==> src/rtl/frac_clk_div.sv <==
// rtl/frac_clk_div.sv - runtime-programmable dual-modulus fractional clock divider
//
// Average output period is N + NUM/DEN clk cycles. Each output period is N or
// N+1 cycles, chosen by a fractional accumulator. Duty is 50%: odd-length
// periods stretch the high phase by half a cycle using a negedge register.
//
// Ports:
//   clk           input clock
//   rst_n         asynchronous active-low reset
//   en            run enable (registered once internally)
//   cfg_int       requested integer divisor N (CNT_W bits)
//   cfg_num       requested numerator (FRAC_W bits)
//   cfg_den       requested denominator (FRAC_W bits)
//   cfg_load      one-cycle pulse, samples cfg_int/cfg_num/cfg_den
//   div_clk       divided clock
//   period_start  one-cycle pulse in the first clk cycle of each output period
//   cur_period    length of the period in progress (N or N+1, CNT_W+1 bits)
//   cfg_err       sticky: the last cfg_load was rejected

module frac_clk_div #(
  parameter int CNT_W   = 8,
  parameter int FRAC_W  = 8,
  parameter int INT_DEF = 8,
  parameter int NUM_DEF = 7,
  parameter int DEN_DEF = 10
) (
  input  logic              clk,
  input  logic              rst_n,
  input  logic              en,
  input  logic [CNT_W-1:0]  cfg_int,
  input  logic [FRAC_W-1:0] cfg_num,
  input  logic [FRAC_W-1:0] cfg_den,
  input  logic              cfg_load,
  output logic              div_clk,
  output logic              period_start,
  output logic [CNT_W:0]    cur_period,
  output logic              cfg_err
);

  logic              en_q;
  logic              running;
  logic [CNT_W-1:0]  cnt;
  logic [FRAC_W:0]   acc;
  logic              odd;
  logic              r_p;
  logic              r_n;

  logic [CNT_W-1:0]  act_int;
  logic [FRAC_W-1:0] act_num;
  logic [FRAC_W-1:0] act_den;

  logic              pend_vld;
  logic [CNT_W-1:0]  pend_int;
  logic [FRAC_W-1:0] pend_num;
  logic [FRAC_W-1:0] pend_den;

  logic              cfg_ok;
  logic              period_end;
  logic              boundary;
  logic              go_idle;
  logic [CNT_W-1:0]  eff_int;
  logic [FRAC_W-1:0] eff_num;
  logic [FRAC_W-1:0] eff_den;
  logic [FRAC_W:0]   eff_acc;
  logic [FRAC_W:0]   sum;
  logic              carry;
  logic [FRAC_W:0]   acc_next;
  logic [CNT_W:0]    p_next;
  logic [CNT_W-1:0]  cnt_next;
  logic [CNT_W:0]    half_next;
  logic              r_p_next;

  always_comb begin
    cfg_ok     = cfg_load && (cfg_int >= CNT_W'(2)) && (cfg_den != '0) && (cfg_num < cfg_den);
    period_end = running && ({1'b0, cnt} == (cur_period - 1'b1));
    // A new period starts on the last count of a running period or on the
    // first cycle the registered enable is seen while idle.
    boundary   = en_q && (!running || period_end);
    go_idle    = period_end && !en_q;

    // A pending config takes effect at this boundary with a fresh accumulator.
    eff_int  = pend_vld ? pend_int : act_int;
    eff_num  = pend_vld ? pend_num : act_num;
    eff_den  = pend_vld ? pend_den : act_den;
    eff_acc  = pend_vld ? '0 : acc;

    // acc < DEN and NUM < DEN, so the sum fits in FRAC_W+1 bits.
    sum      = eff_acc + {1'b0, eff_num};
    carry    = (sum >= {1'b0, eff_den});
    acc_next = carry ? (sum - {1'b0, eff_den}) : sum;
    p_next   = {1'b0, eff_int} + {{CNT_W{1'b0}}, carry};

    cnt_next  = boundary ? '0 : (cnt + 1'b1);
    half_next = boundary ? (p_next >> 1) : (cur_period >> 1);
    r_p_next  = ({1'b0, cnt_next} < half_next);
  end

  always_ff @(posedge clk or negedge rst_n) begin
    if (!rst_n) begin
      en_q         <= 1'b0;
      running      <= 1'b0;
      cnt          <= '0;
      acc          <= '0;
      odd          <= 1'b0;
      r_p          <= 1'b0;
      period_start <= 1'b0;
      cur_period   <= '0;
      cfg_err      <= 1'b0;
      act_int      <= CNT_W'(INT_DEF);
      act_num      <= FRAC_W'(NUM_DEF);
      act_den      <= FRAC_W'(DEN_DEF);
      pend_vld     <= 1'b0;
      pend_int     <= '0;
      pend_num     <= '0;
      pend_den     <= '0;
    end else begin
      en_q <= en;

      if (boundary && pend_vld) begin
        act_int  <= pend_int;
        act_num  <= pend_num;
        act_den  <= pend_den;
        pend_vld <= 1'b0;
      end
      // Written after the consume above so a load coinciding with a boundary
      // stays pending for the following boundary.
      if (cfg_ok) begin
        pend_int <= cfg_int;
        pend_num <= cfg_num;
        pend_den <= cfg_den;
        pend_vld <= 1'b1;
      end
      if (cfg_load) begin
        cfg_err <= !cfg_ok;
      end

      if (boundary) begin
        running      <= 1'b1;
        acc          <= acc_next;
        cur_period   <= p_next;
        cnt          <= '0;
        odd          <= p_next[0];
        r_p          <= r_p_next;
        period_start <= 1'b1;
      end else if (go_idle) begin
        running      <= 1'b0;
        cnt          <= '0;
        r_p          <= 1'b0;
        period_start <= 1'b0;
      end else begin
        period_start <= 1'b0;
        if (running) begin
          cnt <= cnt_next;
          r_p <= r_p_next;
        end else begin
          r_p <= 1'b0;
        end
      end
    end
  end

  // Half-cycle extension for odd periods: r_n trails r_p by half a cycle.
  always_ff @(negedge clk or negedge rst_n) begin
    if (!rst_n) begin
      r_n <= 1'b0;
    end else begin
      r_n <= r_p;
    end
  end

  // odd only changes at a boundary, where r_p was 0 for the whole last cycle
  // so r_n is 0 as well; the mux select never switches under a high input.
  assign div_clk = r_p | (odd & r_n);

endmodule

==> config.mk <==
export PLATFORM = sky130hd
export DESIGN_NAME = frac_clk_div
export DESIGN_NICKNAME = d
export VERILOG_FILES = /design/src/rtl/frac_clk_div.sv
export SDC_FILE = /design/constraint.sdc
export NUM_CORES = 1
export LEC_CHECK = 0
export ABC_AREA = 1
export CAP_MARGIN = 20
export CORE_UTILIZATION = 45
export CTS_CLUSTER_DIAMETER = 50
export DETAILED_ROUTE_END_ITERATION = 10
export PLACE_DENSITY = 0.76
export SLEW_MARGIN = 20
export SYNTH_ARGS = -nofsm -noshare
export SYNTH_HDL_FRONTEND = slang
export SYNTH_SLANG_ARGS = --single-unit
==> constraint.sdc <==
create_clock -name clk -period 4.75 [get_ports clk]
set_input_delay 0.95 -clock clk [delete_from_list [all_inputs] [get_ports clk]]
set_output_delay 0.95 -clock clk [all_outputs]
set_load 0.03 [all_outputs]
==> results.md <==
* Async S/R FF share, synth at 100%
* Syn Area/Cell at between 7 and 8 sq um
* R2R Path Start: pend_vld
* Adder-cell share of the synthesized area at 9.53%
* Met2 Use GR at about a third
* Hold depth at 2
* RSZ-0062 raised after global routing: yes
* Setup TNS at 0 ns
* Synth Area in Compound Gates at between 10% and 20%
* Grt total ovfl at 0
* Maximum vdd drop at between 0.0003 and 0.0004 V
* Worst-skew pair later-pin latency at 0.37 ns
* CTS max path bufs at 2
* Nets at between 700 and 800
* Hold_sp: act_num[2]
* H-tree depth at 3
* Capture point of the worst reg-to-reg path: r_p
* Die Width at between 100 and 150 um
* Leak at between 3 and 4 nW
* Hold Fails Final Rpt at 0
* Fin crit share at between 90 and 100%
* Row Count at 38
* Detail Route Antenna Nets at 0
* Number of global-route vias before repair at approximately 4200
* Final slew viol count at 0
* Actual slew at the worst max-slew pin at approximately 0.86 ns
* Starting Density at a little under half
* Clk slew on worst S/H paths at 0.08 ns
* XOR/XNOR share of the synthesized area at 3.84%
* Dpl hpwl at around 8000 um
* Routability Congestion at approximately 1
* Die ar. at about 0.012 sq mm
* Core ar. at about 0.011 sq mm
* Most common cell after layout, fill and taps aside: nand2_1
* Drt wl/cell at about 13 um
* Worst Skew at 0.0201 ns
* Reg2Reg Depth at 27
* CP Capture Type: register
* Ant diodes at 0
* CP startpoint kind: register
* Hold EP: act_num[2]
* Worst Path Max Fanout at 5
* Outcome: finished, final reports clean
* First-pass GRT wire length at between 15000 and 20000 um
* Cts bufs inserted at 9
* Max Fclk at 215 MHz
* Area grow syn2layout at 18.9%
* Clk root buf: clkbuf_8
* Syn Nets at slightly above 700
* Largest net degree at the start of global routing at 81
* CTS tree: done
* Grt met1 use at 24.8%
* Share of cells above drive strength 1 at a little under an eighth
* Synth Area in Simple Gates at between 10% and 20%
* Met3 global-route usage at 4.72%
* Pwr per Cell Area at approximately 730 mW/mm^2
* # setup viols final at 0
* Total of max-cap violations at 0
* Initial antenna violation count at 0
* Total Wirelength at around 11000 um
* Hold buffers post-CTS at 0
* Synth Flop Type: dfrtp_1
* Synth unique cells at 40
* Die height at between 100 and 150 um
* Class of the worst hold path: register to register
* Clock sinks at slightly above 80
* Critical path class: register to register
* 1st-pass router iterations at 7
* EDFF count, synth at 0
* Yosys warning total at 0
* DRC errors left at 0
* Reg2Reg Setup Slack at 0.09 ns
* Via count at between 4000 and 5000
* Slew headroom at 41.1%
* I/O Pins at 40
* Flops & latches, synth at about 80
* Worst EP required at between 5 and 6 ns
* Largest family of logic cells by synthesized area: simple AND/OR/NAND/NOR gates
* Most frequent cells in the layout: nand2_1, inv_1, dfrtp_1
* Sequential-to-total area share from yosys stat at about two fifths
* Mux cell area share after synthesis at 0%
* GRT Max-Usage Layer: met2
* CP arrival at 4.96 ns
* Util after Layout at between 50 and 60%
* Tmin final at 4.66 ns
* IO buf count at 39
* GRT Total Usage at approximately 20%
* DR vias/cell at ~5.2
* Synth Instances at 655
* DR iter-0 viols at approximately 180
* Mapped cell area at between 0.005 and 0.006 sq mm
worst max-delay path by stage:
| stage | start | to | slack, ns | cells after the start |
|---|---|---|---|---|
| final | pend_vld | r_p | 0.09 | 27 |
| after global routing | pend_vld | r_p | -0.22 | 27 |
| after CTS | pend_vld | r_p | -0.01 | 26 |
| after detailed placement | pend_vld | r_p | -0.17 | 26 |
| after global placement | pend_vld | r_p | 0.17 | 28 |
| after floorplan | pend_vld | r_p | 0.006 | 29 |
cells in the mapped netlist, types with 2 or more instances:
master | count | area share, %
nand2_1 | 144 | 11
nand4_1 | 7 | 0.87
inv_1 | 110 | 8.2
nor2_2 | 2 | 0.25
xor2_1 | 20 | 3.5
ha_1 | 35 | 8.7
o211ai_1 | 3 | 0.45
nor3_1 | 5 | 0.50
clkbuf_1 | 10 | 0.75
a21oi_1 | 35 | 3.5
buf_4 | 2 | 0.30
fa_1 | 2 | 0.80
buf_6 | 3 | 0.67
nand2_4 | 2 | 0.45
nand3_1 | 19 | 1.9
nor2_1 | 49 | 3.7
o21bai_1 | 2 | 0.30
o22ai_1 | 12 | 1.5
xnor2_1 | 2 | 0.35
inv_2 | 3 | 0.22
o21ai_2 | 4 | 0.70
o21ai_1 | 27 | 2.7
buf_2 | 6 | 0.60
dfstp_2 | 6 | 3.1
dfrtp_1 | 74 | 37
o21ai_0 | 57 | 5.7
metal layers:
layer / vias up / share of wire, %
li1: 2209 / -
met1: 2059 / 46
met2: 119 / 48
met3: 18 / 4.8
met4: 0 / 1.9
met5: - / 0
repair_timing:
item / CTS / global route
pin swaps: 0 / 23
endpoints found under the setup margin: 2 / 1
buffers inserted: 0 / 12
resized for setup: 3 / 28
gates cloned: 0 / 1
layout make-up:
| class | instances | area [sq um] |
|---|---|---|
| Sequential cell | 81 | 2040 |
| Multi-Input combinational cell | 440 | 2560 |
| Timing Repair Buffer | 57 | 537 |
| Clock buffer | 9 | 124 |
| Tap cell | 140 | 175 |
| Clock inverter | 7 | 100 |
| Fill cell | 991 | 4880 |
| Timing Repair inverter | 1 | 7.51 |
| Inverter | 113 | 427 |
flip-flops by register name, summed over array words and instances, names as in the netlist, 8 cells and up:
name and count:
act_int 8, cur_period 9, pend_den 8, act_num 8, acc 9, cnt 8, act_den 8, pend_int 8
pend_num 8
kinds of logic (layout without fill, tap and decap cells):
family,Yosys count,in the layout
AO/OA/AOI/OAI,147,147
XOR/XNOR,22,22
flip-flops,81,81
adder cells (fa/ha/maj),37,37
AND/OR/NAND/NOR,234,234
buffers and inverters,134,187
where the power goes:
group	internal [W]	total [W]	switching (W)
clock	0.000301	0.000578	0.000277
combinational	0.00103	0.00265	0.00162
sequential	0.000949	0.00110	0.000153
total	0.00228	0.00433	0.00205
worst max-delay path, stage by stage, from the launching register on:
cell and delay, ns:
dfrtp_2 0.44, clkinvlp_4 0.14, buf_4 0.15, o21ai_0 0.27, ha_1 0.32, inv_1 0.12, o21bai_2 0.09, nand2_1 0.06
nand2_1 0.06, a21oi_2 0.12, xor2_1 0.09, ha_1 0.37, inv_1 0.10, nor3_4 0.22, nand4_1 0.15, nand2_1 0.11
a21oi_2 0.04, nand2_2 0.11, ha_4 0.15, ha_4 0.13, nand4_1 0.14, nor3_2 0.25, nor2_1 0.06, o21ai_1 0.20
ha_1 0.29, a21oi_2 0.15, o211ai_1 0.11, a21oi_1 0.12
stage by stage:
step / setup WS [ns] / hold slack [ns] / cells / cell area, sq um / total power, W
floorplan: 0.00636 / 0.449 / 655 / 5030 / 0.00286
global placement: 0.173 / 0.462 / 818 / 5530 / 0.00333
detailed placement: -0.171 / 0.464 / 818 / 5530 / 0.00343
CTS: -0.0123 / 0.478 / 834 / 5760 / 0.00403
global route: -0.216 / 0.510 / 848 / 5960 / 0.00472
finish: 0.0942 / 0.484 / 848 / 5960 / 0.00433
No activity file was read; power rests on OpenSTA's default activity.
==> edit 1: new RTL, same flow settings <==
Reset style: synchronous (`rst_n`), changed in 2 clocked blocks. Comments in the files are not updated.
--- a/src/rtl/frac_clk_div.sv
+++ b/src/rtl/frac_clk_div.sv
@@ -95,7 +95,7 @@
     r_p_next  = ({1'b0, cnt_next} < half_next);
   end
 
-  always_ff @(posedge clk or negedge rst_n) begin
+  always_ff @(posedge clk) begin
     if (!rst_n) begin
       en_q         <= 1'b0;
       running      <= 1'b0;
@@ -160,7 +160,7 @@
   end
 
   // Half-cycle extension for odd periods: r_n trails r_p by half a cycle.
-  always_ff @(negedge clk or negedge rst_n) begin
+  always_ff @(negedge clk) begin
     if (!rst_n) begin
       r_n <= 1'b0;
     end else begin
Function: not checked (the comparison handles one clock edge and no latches or derived clocks); the edit may change what the design does.
==> edit 1 against the unedited design <==
Cell count rose by 2.9%; first-iteration DRC count up 7.2%; cell area decreased by 0.10%; worst setup slack improved by 0.031 ns; wire length up 9.6%; sequential cell count is the same; critical path depth stayed put; synthesized area down 1.8%; clock skew rose by 0.010 ns; highest routed layer unchanged.
Power is not compared: it rests on default switching activity, and its combinational part moved more than twofold at a synthesized area within 25%.
==> edit 1: results <==
{
  "outcome": "finished, final reports clean",
  "critical_path_class": "reg2reg",
  "grt_util_met2": 0.367,
  "nets": 797,
  "wl_met1_mm": 5.60,
  "drive_gt1_frac": 0.152,
  "crit_path_max_incr_delay_ns": 0.40,
  "gr-usage-met1": 0.277,
  "setup.worst_path.end": "r_p$_SDFF_PN0_",
  "synth_area_leaders": "dfxtp_1, nand2_1, ha_1, inv_1, a21oi_1",
  "wl_per_cell_um": 13.8,
  "ys_seq_area_frac": 0.329,
  "finClkSkew_ns": 0.0303,
  "crit_path_max_fanout": 7,
  "drtPass1Iterations": 5,
  "synthTopCellsByCount": "nand2_1, inv_1, dfxtp_1",
  "grt_pass1_wl_mm": 19.5,
  "placed_area_sq_um": 5500,
  "clock_path_buffers": 2,
  "ys_async_sr_fraction": 0,
  "place_ws_ns": 0.00755,
  "slew_viol_final": 0,
  "grt_max_degree": 51,
  "vdd_drop_max_v": 0.000173,
  "gp_congestion": 0.870,
  "track_usage": 0.216,
  "rrSetupSlack_ns": 0.13,
  "ys_types": 46,
  "antenna_cells": 0,
  "min_from": "act_num[5]$_SDFFE_PN0P_",
  "wl_met3_um": 551,
  "reg.largest.list": "acc (9), cur_period (9)",
  "clkTransAtPathRegs_ns": 0.09,
  "r2r-start": "pend_vld$_SDFFE_PN0P_",
  "cpLargestDelayFamily": "compound AO/OA/AOI/OAI gates",
  "whs_path_depth": 2,
  "place_hpwl_mm": 8.88,
  "crit_slowest_cell": "dfxtp_4",
  "min_to": "act_num[5]$_SDFFE_PN0P_",
  "drt-vias-per-instance": 5.13,
  "insertion_delay_ns": 0.39,
  "p_int_uw": 1450,
  "numCtsBuffers": 9,
  "synth_fp_nets": 749,
  "p_leak_uw": 0.00266,
  "dr_wl_met2_mm": 5.65,
  "antenna_found_initial": 0,
  "yosysWarningCount": 0,
  "slew_headroom": 0.550,
  "hp-class": "reg2reg",
  "grt_pass1_vias": 4247,
  "grt_use_met3": 0.0316,
  "cp.arrival_ns": 4.93,
  "drt_iter0_markers": 194,
  "root_buffer": "clkbuf_8",
  "ys.flop_type": "dfxtp_1"
}
==> edit 1: timing repair <==
item | CTS | global route
pin swaps | 0 | 26
endpoints found under the setup margin | 2 | 1
buffers inserted | 0 | 14
gates cloned | 0 | 1
resized for setup | 2 | 29
==> edit 1: cell type report <==
cell class | count | area (sq um)
clock inverter | 5 | 53.8
sequential | 81 | 1630
timing repair buffer | 64 | 618
multi-input combinational | 467 | 2920
clock buffer | 12 | 155
fill | 976 | 4510
tap | 136 | 170
inverter | 108 | 413
==> edit 1: kinds of logic after synthesis <==
group                      after synthesis  share of synthesized area
adders and majority gates               37                     0.0971
DFF                                     81                      0.329
buffers and inverters                  136                      0.112
xor gates and xnor gates                24                     0.0427
and+or+nand+nor                        220                      0.195
AOI/OAI and AO/OA                      186                      0.224
==> edit 1: stage by stage <==
step,instances,power (uW),hold WS [ns]
3_3_place_gp,842,1770,0.434
6_report,873,2430,0.450
5_1_grt,873,2590,0.469
2_1_floorplan,684,1550,0.424
4_1_cts,858,2320,0.454
3_5_place_dp,842,1790,0.442
==> edit 2: new RTL, config.mk and constraints unchanged <==
Without the edit above. `NUM_DEF`: 7 -> 3.
--- a/src/rtl/frac_clk_div.sv
+++ b/src/rtl/frac_clk_div.sv
@@ -21,7 +21,7 @@
   parameter int CNT_W   = 8,
   parameter int FRAC_W  = 8,
   parameter int INT_DEF = 8,
-  parameter int NUM_DEF = 7,
+  parameter int NUM_DEF = 3,
   parameter int DEN_DEF = 10
 ) (
   input  logic              clk,
Function: not checked (the comparison handles one clock edge and no latches or derived clocks); the edit may change what the design does.
==> edit 2 against the unedited design <==
Synthesized area is essentially flat; clock power grew 3%; global-route usage grew 0.11 points; cell area grew 1.3%; worst setup slack gained 0.072 ns; sequential cell count is the same; critical path depth shrank 1; wire length grew 1.3%; power grew 1.1%.
==> edit 2: results <==
{
  "fillers": 968,
  "grt_pass1_wl_mm": 18.2,
  "grt_util_met2": 0.318,
  "p_leak_uw": 0.00303,
  "grt_max_degree": 58,
  "drive_gt1_frac": 0.125,
  "wl_met1_mm": 5.16,
  "dr_wl_met2_mm": 5.01,
  "ys_seq_area_frac": 0.405,
  "htree_num_levels": 3,
  "track_usage": 0.201,
  "cp.arrival_ns": 4.89,
  "synth_fp_nets": 720,
  "numCtsBuffers": 9,
  "wl_per_cell_um": 13.2,
  "drt-vias-per-instance": 5.12,
  "io_buffers": 39,
  "place_ws_ns": -0.141,
  "place_inst": 818,
  "place_hpwl_mm": 7.96,
  "gr-usage-met1": 0.263,
  "drt_iter0_markers": 226,
  "root_buffer": "clkbuf_8",
  "synth_compound_area_frac": 0.159,
  "crit_slowest_cell": "dfrtp_2",
  "gp_congestion": 0.992,
  "yosys.area_share.adder": 0.0953,
  "drtPass1Iterations": 5,
  "cpLargestDelayFamily": "compound AO/OA/AOI/OAI gates",
  "hp-class": "in2async",
  "slew_headroom": 0.475,
  "outcome": "finished, final reports clean",
  "synth-xor-area-share": 0.0384,
  "synthTopCellsByCount": "nand2_1, inv_1, dfrtp_1",
  "grt_use_met3": 0.0363,
  "antenna_found_initial": 0,
  "instances_no_fill": 845,
  "ys_types": 40,
  "vdd_drop_max_v": 0.000278,
  "wl_met3_um": 559,
  "crit_path_max_fanout": 4,
  "grt_pass1_vias": 4034,
  "nets": 765,
  "reg.largest.list": "acc (9), cur_period (9)",
  "finClkSkew_ns": 0.0214,
  "synthCells": 655,
  "crit_path_max_incr_delay_ns": 0.44,
  "synth_area_leaders": "dfrtp_1, nand2_1, ha_1, inv_1, o21ai_0"
}
edit 2: cell types whose count changed after synthesis:
cell,delta
dfrtp_1,+1
dfstp_2,-1
edit 2: timing repair:
item	4_1_cts	5_1_grt
setup endpoints to repair	2	1
setup buffers	0	9
gates cloned	0	1
hold buffers	0	0
pin swaps	1	31
resized for setup	3	47
edit 2: area by class of cell:
type                       count  area (sq um)  share of cell area
tap                          140           175              0.0290
multi-input combinational    440          2650               0.439
clock inverter                 2          60.1             0.00994
sequential                    81          2030               0.337
timing repair buffer          54           510              0.0845
clock buffer                  14           173              0.0286
timing repair inverter         1          7.51             0.00124
inverter                     113           427              0.0706
edit 2: power breakdown:
group | switching, uW | total (uW) | internal [uW]
Clock | 255 | 595 | 340
Combinational | 1650 | 2680 | 1040
Sequential | 153 | 1100 | 946
edit 2: worst paths after layout:
path | slack (ns) | end | from | cells after the start
worst min register to register | 0.48 | act_num[1]$_DFFE_PN1P_ | act_num[1]$_DFFE_PN1P_ | 2
worst max register to register | 0.17 | r_p$_DFF_PN0_ | pend_vld$_DFFE_PN0P_ | 26
worst min-delay path | 0.46 | cur_period[3]$_DFFE_PN0P_ | rst_n | 1
max in group asynchronous | 1.71 | r_n$_DFF_NN0_ | rst_n | 1
worst max-delay path | 0.17 | r_p$_DFF_PN0_ | pend_vld$_DFFE_PN0P_ | 26
min in group clk | 0.48 | act_num[1]$_DFFE_PN1P_ | act_num[1]$_DFFE_PN1P_ | 2
edit 2: per-stage QoR:
step	area (sq um)	hold slack, ns	utilization	TNS, ns
2_1_floorplan	5030	0.449	-	0
5_1_grt	6040	0.481	0.557	-0.0661
6_report	6040	0.463	0.557	0
3_3_place_gp	5530	0.460	0.510	0
3_5_place_dp	5530	0.467	0.510	-0.141
4_1_cts	5770	0.469	0.532	0
